<file path="src/rtl/gpioemu_mulpop.sv">
// Bus-mapped GPIO emulator with a multi-cycle shift-add multiplier and popcount of the low product word.
// Optional macro GPIOEMU_MULPOP_HIGH_WORD_EN adds the read-only WH register (product bits above 31).
module gpioemu_mulpop #(
  parameter int unsigned OP_WIDTH  = 24,
  parameter logic [15:0] BASE_ADDR = 16'h0380
) (
  input  logic        clk,
  input  logic        reset,
  input  logic [15:0] saddress,
  input  logic        srd,
  input  logic        swr,
  input  logic [31:0] sdata_in,
  output logic [31:0] sdata_out,
  input  logic [31:0] gpio_in,
  input  logic        gpio_latch,
  output logic [31:0] gpio_out,
  output logic [31:0] gpio_in_s_insp
);

  localparam int unsigned PW = 2 * OP_WIDTH;
  localparam int unsigned IW = $clog2(OP_WIDTH + 1);

  localparam logic [15:0] ADDR_A1   = BASE_ADDR;
  localparam logic [15:0] ADDR_A2   = BASE_ADDR + 16'h0008;
  localparam logic [15:0] ADDR_W    = BASE_ADDR + 16'h0010;
  localparam logic [15:0] ADDR_L    = BASE_ADDR + 16'h0018;
  localparam logic [15:0] ADDR_CTRL = BASE_ADDR + 16'h0020;
  localparam logic [15:0] ADDR_GPIN = BASE_ADDR + 16'h0028;
`ifdef GPIOEMU_MULPOP_HIGH_WORD_EN
  localparam logic [15:0] ADDR_WH   = BASE_ADDR + 16'h0030;
`endif

  typedef enum logic [1:0] {IDLE, MULT, COUNT, DONE} state_t;

  state_t state, state_next;

  logic [OP_WIDTH-1:0] a1, a2;
  logic [OP_WIDTH-1:0] mplier;
  logic [PW-1:0]       acc, mcand;
  logic [IW-1:0]       bit_idx;
  logic [31:0]         w;
  logic [5:0]          l;
  logic [5:0]          pop;
  logic                hi_zero;
  logic                ready, valid;
  logic [15:0]         op_count;
  logic [31:0]         gpio_in_s;
  logic                latch_q;
  logic [31:0]         rd_data;
  logic [31:0]         acc_lo, acc_hi;
  logic                start, wr_a1, wr_a2, last_bit;
`ifdef GPIOEMU_MULPOP_HIGH_WORD_EN
  logic [31:0]         wh;
`endif

  // Upper write-data bits beyond OP_WIDTH are intentionally dropped.
  logic unused_bits;
  assign unused_bits = ^{sdata_in, 1'b0};

  function automatic logic [5:0] popcount32(input logic [31:0] v);
    logic [5:0] n;
    n = '0;
    for (int i = 0; i < 32; i++) n = n + 6'(v[i]);
    return n;
  endfunction

  assign acc_lo = 32'(acc);

  generate
    if (PW > 32) begin : g_hi
      assign acc_hi = 32'(acc[PW-1:32]);
    end else begin : g_no_hi
      assign acc_hi = '0;
    end
  endgenerate

  assign wr_a1    = swr && ready && (saddress == ADDR_A1);
  assign wr_a2    = swr && ready && (saddress == ADDR_A2);
  assign start    = swr && ready && (saddress == ADDR_CTRL);
  assign last_bit = (bit_idx == IW'(OP_WIDTH - 1));

  always_ff @(posedge clk) begin
    if (reset) state <= IDLE;
    else       state <= state_next;
  end

  always_comb begin
    state_next = state;
    case (state)
      IDLE:    if (start) state_next = MULT;
      MULT:    if (last_bit) state_next = COUNT;
      COUNT:   state_next = DONE;
      DONE:    state_next = IDLE;
      default: state_next = IDLE;
    endcase
  end

  // Multiplier datapath and result/status registers.
  always_ff @(posedge clk) begin
    if (reset) begin
      a1       <= '0;
      a2       <= '0;
      acc      <= '0;
      mcand    <= '0;
      mplier   <= '0;
      bit_idx  <= '0;
      pop      <= '0;
      hi_zero  <= 1'b1;
      w        <= '0;
      l        <= '0;
      ready    <= 1'b1;
      valid    <= 1'b1;
      op_count <= '0;
`ifdef GPIOEMU_MULPOP_HIGH_WORD_EN
      wh       <= '0;
`endif
    end else begin
      if (wr_a1) a1 <= sdata_in[OP_WIDTH-1:0];
      if (wr_a2) a2 <= sdata_in[OP_WIDTH-1:0];
      case (state)
        IDLE: begin
          if (start) begin
            acc     <= '0;
            mcand   <= PW'(a1);
            mplier  <= a2;
            bit_idx <= '0;
            ready   <= 1'b0;
          end
        end
        MULT: begin
          if (mplier[0]) acc <= acc + mcand;
          mcand   <= mcand << 1;
          mplier  <= mplier >> 1;
          bit_idx <= bit_idx + IW'(1);
        end
        COUNT: begin
          pop     <= popcount32(acc_lo);
          hi_zero <= (acc_hi == 32'h0);
        end
        DONE: begin
          w        <= acc_lo;
          l        <= pop;
          valid    <= hi_zero;
          ready    <= 1'b1;
          op_count <= op_count + 16'd1;
`ifdef GPIOEMU_MULPOP_HIGH_WORD_EN
          wh       <= acc_hi;
`endif
        end
        default: ;
      endcase
    end
  end

  // Capture gpio_in only on a sampled 0->1 transition of gpio_latch.
  always_ff @(posedge clk) begin
    if (reset) begin
      latch_q   <= 1'b0;
      gpio_in_s <= '0;
    end else begin
      latch_q <= gpio_latch;
      if (gpio_latch && !latch_q) gpio_in_s <= gpio_in;
    end
  end

  always_comb begin
    rd_data = '0;
    case (saddress)
      ADDR_A1:   rd_data = 32'(a1);
      ADDR_A2:   rd_data = 32'(a2);
      ADDR_W:    rd_data = w;
      ADDR_L:    rd_data = {26'b0, l};
      ADDR_CTRL: rd_data = {30'b0, ready, valid};
      ADDR_GPIN: rd_data = gpio_in_s;
`ifdef GPIOEMU_MULPOP_HIGH_WORD_EN
      ADDR_WH:   rd_data = wh;
`endif
      default:   rd_data = '0;
    endcase
  end

  // Read data holds between reads; reads see pre-edge register values.
  always_ff @(posedge clk) begin
    if (reset)    sdata_out <= '0;
    else if (srd) sdata_out <= rd_data;
  end

  assign gpio_out       = {16'h0, op_count};
  assign gpio_in_s_insp = gpio_in_s;

endmodule

</file>
<file path="config.mk">
export PLATFORM = sky130hd
export DESIGN_NAME = gpioemu_mulpop
export DESIGN_NICKNAME = d
export VERILOG_FILES = /design/src/rtl/gpioemu_mulpop.sv
export SDC_FILE = /design/constraint.sdc
export NUM_CORES = 1
export LEC_CHECK = 0
export ABC_CLOCK_PERIOD_IN_PS = 8700
export CAP_MARGIN = 40
export CORE_MARGIN = 4
export CORE_UTILIZATION = 63
export CTS_BUF_LIST = sky130_fd_sc_hd__clkbuf_4
export DETAILED_ROUTE_END_ITERATION = 10
export HOLD_SLACK_MARGIN = 0.03
export PLACE_DENSITY = 0.88
export SYNTH_ARGS = -nofsm -noshare
export SYNTH_HDL_FRONTEND = slang
export SYNTH_SLANG_ARGS = --single-unit
</file>
<file path="constraint.sdc">
create_clock -name clk -period 8.7 [get_ports clk]
set_input_delay 2.61 -clock clk [delete_from_list [all_inputs] [get_ports clk]]
set_output_delay 2.61 -clock clk [all_outputs]
set_load 0.05 [all_outputs]
</file>
### Word level (Yosys, flattened, before mapping)

Cells that the tools add are included.

* register bits: 303
* output and inout bits: 96
* word-level logic and storage cells: 93

* add/sub/neg operators: 34
* eq/ne operators: 13
* mux-type cells: 15
* reduce and logical (&&, ||, !) cells: 14

Operators by type and width (number)
* case mux 32 bit (6 select lines): 1
* case mux 48 bit (2 select lines): 2
* adder 6 x 1 -> 6 bit: 26
* 2-to-1 mux 48 bit: 3
* == test 16 x 10 -> 1 bit, second input constant: 6
* adder 48 bit: 1
* case mux 24 bit (2 select lines): 1
* zero test 32 bit: 1
* 2-to-1 mux 24 bit: 1
* adder 16 x 1 -> 16 bit, second input constant: 1
* case mux 5 bit (2 select lines): 1
* case mux 2 bit (4 select lines): 1
* adder 5 x 1 -> 6 bit: 1
* != test 2 bit, second input constant: 3
* AND reduction 2 bit: 3
* adder 4 x 1 -> 5 bit: 1
* adder 5 x 1 -> 5 bit, second input constant: 1
* == test 5 bit, second input constant: 1
* logical AND 1 bit: 5
* 2-to-1 mux 5 bit: 1
* adder 3 x 1 -> 4 bit: 1
* == test 2 bit, second input constant: 2
* 2-to-1 mux 2 bit: 2
* nonzero test 2 bit: 2
* 8 further kinds: 8

### Longest topological paths before layout

* depth in word-level cells: 31
* mapped depth: 17
* mapped depth without buffers: 17

### Least setup slack after synthesis

OpenSTA, ideal clock, no wires.

* kind: register -> register
* from: register acc[1]
* to: register pop[5]
* setup time: 0.132 ns
* data arrival time: 4.479 ns
* data required time: 8.568 ns
* path slack: 4.088 ns
* cell stages (with the launch flop): 17
* buffers on the path: 0
* clock period less this slack: 4.612 ns
* cell sequence: dfxtp_1 inv_1 fa_1 fa_1 inv_1 fa_1 fa_1 fa_1 inv_1 fa_1 inv_1 ha_1 a21o_1 a21oi_1 nor2b_1 o211ai_1 a21oi_1

* longest elaborated chain between the ends: 31

RTL lines
* start, declared: line 39 `logic [PW-1:0] acc, mcand;`
* start signal, assigned: line 131 `if (mplier[0]) acc <= acc + mcand;`
* adder 1 x 1 -> 2 bit: line 63 `for (int i = 0; i < 32; i++) n = n + 6'(v[i]);`
* adder 2 x 1 -> 3 bit: line 63
* adder 3 x 1 -> 4 bit: line 63
* adder 4 x 1 -> 5 bit: line 63
* adder 5 x 1 -> 6 bit: line 63
* adder 6 x 1 -> 6 bit (26 in a row): line 63
* end signal, assigned: line 137 `pop <= popcount32(acc_lo);`
* end, declared: line 43 `logic [5:0] pop;`

Every way passes these cells.
A chain may end at the register's enable or synchronous reset.

### Final worst setup path

* from: input port saddress[11]
* to: register acc[46]

* longest elaborated chain between the ends: 4

RTL lines
* start, declared: line 9 `input logic [15:0] saddress,`
* == test 16 x 10 -> 1 bit: line 79 `assign start = swr && ready && (saddress == ADDR_CTRL);`
* logical AND 1 bit: line 79
* != test 2 bit (no line)
* AND reduction 3 bit (no line)

Every way passes these cells.

==> flow_metrics.py <==
metrics = {
    "status": {
        "status": "completed",
    },
    "grt": {
        "antenna_found_initial": 1,
        "grt_max_degree": 135,
        "overflow": 0,
        "grt_usage_pct": 30.64,
        "grt_pass1_wl_microns": 67740,
        "grt_pass1_vias": 13743,
    },
    "cts": {
        "holdBufCountCts": 0,
        "numCtsBuffers": 77,
        "clk_latency_ps": 710,
        "postCtsSetupBuffers": 0,
        "tritoncts": "done",
        "clockBufferDepth": 3,
        "htree_levels": 3,
        "clock-sinks": 303,
        "path_clk_slew_ps": 60,
        "cts-root-buf": "clkbuf_4",
        "cts_resized": 0,
    },
    "power_and_ir_drop": {
        "pwr-share-seq_pct": 48.0,
        "p_int_w": 0.002141,
        "total_power_w": 0.002983,
        "power_density_mw_per_mm2": 165.2,
        "p_switching_w": 0.0008413,
        "cellLeakagePower_nw": 6.940,
        "p_clk_share_pct": 38.6,
        "p_sw_share_pct": 28.21,
        "irDropWorstVdd_uv": 196.0,
        "combPwrFrac_pct": 13.3,
    },
    "routing": {
        "met3WireLength_microns": 2521,
        "top_layer_used": "met4",
        "wirelength_microns": 41670,
        "drt-vias-per-instance": 5.961,
        "drc": 0,
        "drt_first_iter_violations": 1098,
        "dr.pass1.iters": 6,
        "dr_wl_met2_microns": 20230,
        "ant_nets": 0,
        "detail_route.wl_per_cell_microns": 18.06,
        "drt-met1-wl_microns": 17150,
        "num_vias": 13757,
    },
    "critical_path": {
        "critPathLaunchType": "input port",
        "reg2reg_to": "pop[4]",
        "timing.reg2reg.setup_slack_ps": 3700,
        "path_class": "input port to flop",
        "cp.arrival_ps": 6120,
        "cpPeakStageDelay_ps": 680,
        "crit_slowest_cell": "nor2b_1",
        "critPathMaxFanout": 9,
        "crit_chain": "clkdlybuf4s50_1 > nor4b_2 > nand4b_1 > nor3_2 > a31oi_1 > nor2b_1 > nand2_1 > nor2_2 > and3_1 > mux2i_1 > nand3_1",
        "worstPathRequired_ps": 9320,
        "cp-end-kind": "flop",
        "reg2reg_from": "acc[1]",
        "reg2regPathDepth": 17,
    },
    "sta": {
        "fmax_ghz": 0.1820,
        "skew_ps": 48.46,
        "slew_headroom_pct": 46.03,
        "slew_viol_final": 0,
        "setup_violations": 0,
        "tightest_slew_ps": 803.3,
        "min_period_ps": 5496,
        "fin_crit_sh_pct": 63.17,
        "hold_violations": 0,
        "tns_ps": 0,
        "rsz0062_at_grt": "no",
    },
    "layout": {
        "stdcell_area_sq_mm": 0.01805,
        "drive_gt1_share_pct": 8.405,
        "nFillCells": 1703,
        "area_delta_synth_final_pct": 17.92,
        "layout.nets": 2120,
        "mostFrequentLayoutCells": "dfxtp_1, nor2_1, nand2_1, a21oi_1, clkdlybuf4s50_1",
        "final_common_cell": "dfxtp_1",
        "fin_cells": 2308,
        "multiInputGateArea_sq_mm": 0.008572,
        "seqCellArea_sq_mm": 0.006066,
    },
    "floorplan": {
        "core.rowCount": 56,
        "core_area_sq_mm": 0.02368,
        "die_w_microns": 163.9,
        "die_h_microns": 163.9,
        "dieArea_sq_mm": 0.02686,
        "io_pins": 181,
        "initial_utilization_pct": 64.64,
    },
    "placed_design": {
        "numPortBuffers": 156,
        "gp_congestion": 0.9038,
        "dp_hpwl_microns": 29350,
        "dp_cells": 2189,
        "post_dp_cell_area_sq_mm": 0.01716,
    },
    "synthesis": {
        "synth_top_family_by_area": "compound AO/OA/AOI/OAI gates",
        "synth_cells": 1794,
        "synth_xor_area_share_pct": 3.376,
        "ys.flop_type": "dfxtp_1",
        "synth_fa_ha_area_share_pct": 8.255,
        "syn_area_sq_mm": 0.01531,
        "ys_types": 71,
        "synth_compound_area_share_pct": 19.38,
        "yosys_register_bits": 303,
        "synth_edf_count": 0,
        "avgSynthCellArea_sq_um": 8.533,
        "ys_warn_count": 0,
        "synth.mux.area_fraction_pct": 7.340,
        "yosys.area.top_type_share_pct": 39.62,
        "async_reset_ff_share_pct": 0,
        "yosysSeqAreaShare_pct": 39.62,
        "yosys-top-cells-area": "dfxtp_1, mux2i_1, nor2_1",
        "yosys.area_share.simple_pct": 16.96,
        "synth_largest_area_cell": "dfxtp_1",
    },
    "run": {
        "maxCapViolCount": 0,
    },
    "hold_path": {
        "holdPathStages": 1,
        "min_to": "valid",
        "min-delay-start": "hi_zero",
        "hp-class": "flop to flop",
    },
}
==> layout make-up <==
type                    instances  share of cell area (%)
multi-input cells            1322                   47.49
flip-flops and latches        303                   33.60
repair buffers                181                   10.43
clock buffers                 106                   4.408
well taps                     319                   2.211
inverters                      64                   1.331
clock inverters                11                  0.4991
diodes                          2                 0.02773
==> critical path, delay by kind of cell <==
kind,cells,cell delay [ps]
buffers and inverters,1,420
AOI/OAI and AO/OA,1,270
muxes,1,70
and+or+nand+nor,8,2730
==> Yosys cell counts (6+ instances only) <==
cell type,instances
dfxtp_1,303
nor2_1,233
nand2_1,231
a21oi_1,159
mux2i_1,110
clkbuf_1,87
inv_1,63
ha_1,61
a211oi_1,53
a22oi_1,48
o21ai_0,44
nor2b_1,39
a21o_1,37
xor2_1,34
nand3_1,27
fa_1,25
xnor2_1,25
a221o_1,21
nor3_1,20
buf_4,16
and3_1,14
a22o_1,11
a31oi_1,11
buf_2,11
nand4_1,10
nand2b_1,6
o211ai_1,6
o21bai_1,6
or3_1,6
==> sequential cells by signal (all words and copies together) (netlist names) <==
| signal | count |
|---|---|
| bit_idx | 5 |
| state | 2 |
| gpio_in_s_insp | 32 |
| ready | 1 |
| a1 | 24 |
| w | 32 |
| pop | 6 |
| mcand | 48 |
| op_count | 16 |
| hi_zero | 1 |
| l | 6 |
| valid | 1 |
| mplier | 24 |
| a2 | 24 |
| latch_q | 1 |
| sdata_out | 32 |
| acc | 48 |
==> per-layer routing <==
metal	global-route usage, %	up-vias
li1	-	6569
met1	37.79	6531
met2	52.16	530
met3	5.571	127
met4	14.18	0
met5	0	-
==> metrics by stage <==
step                setup slack, ps  hold WS (ps)  util, %
floorplan                      4088         435.8        -
global placement               2592         444.4    71.53
detailed placement             2583         454.4    72.46
CTS                            3300         470.4    76.20
global route                   2993         478.7    76.22
finish                         3204         469.7    76.22
==> worst max-delay path by stage <==
stage | startpoint | endpoint | slack [ps] | depth (start not counted)
5_1_grt | saddress[11] | acc[46] | 2990 | 11
3_3_place_gp | saddress[11] | a1[21] | 2590 | 8
6_report | saddress[11] | acc[46] | 3200 | 11
4_1_cts | saddress[1] | acc[46] | 3300 | 11
2_1_floorplan | acc[1] | pop[5] | 4090 | 16
3_5_place_dp | saddress[1] | acc[46] | 2580 | 11
==> cell families after synthesis <==
| logic type | after synthesis |
|---|---|
| and+or+nand+nor | 606 |
| AOI/OAI and AO/OA | 443 |
| DFF | 303 |
| buffers and inverters | 184 |
| muxes | 112 |
| adders and majority gates | 86 |
| xor gates and xnor gates | 59 |
| other | 1 |
==> power groups by stage <==
| stage | Clock, W | Sequential [W] | Combinational (W) |
|---|---|---|---|
| final | 0.00115 | 0.00143 | 0.000398 |
| after global routing | 0.00125 | 0.00143 | 0.000421 |
| after CTS | 0.00117 | 0.00143 | 0.000393 |
| after detailed placement | 0 | 0.00146 | 0.000391 |
| after global placement | 0 | 0.00146 | 0.000361 |
| after floorplan | 0 | 0.00149 | 0.000235 |
(Power assumes the default switching activity.)
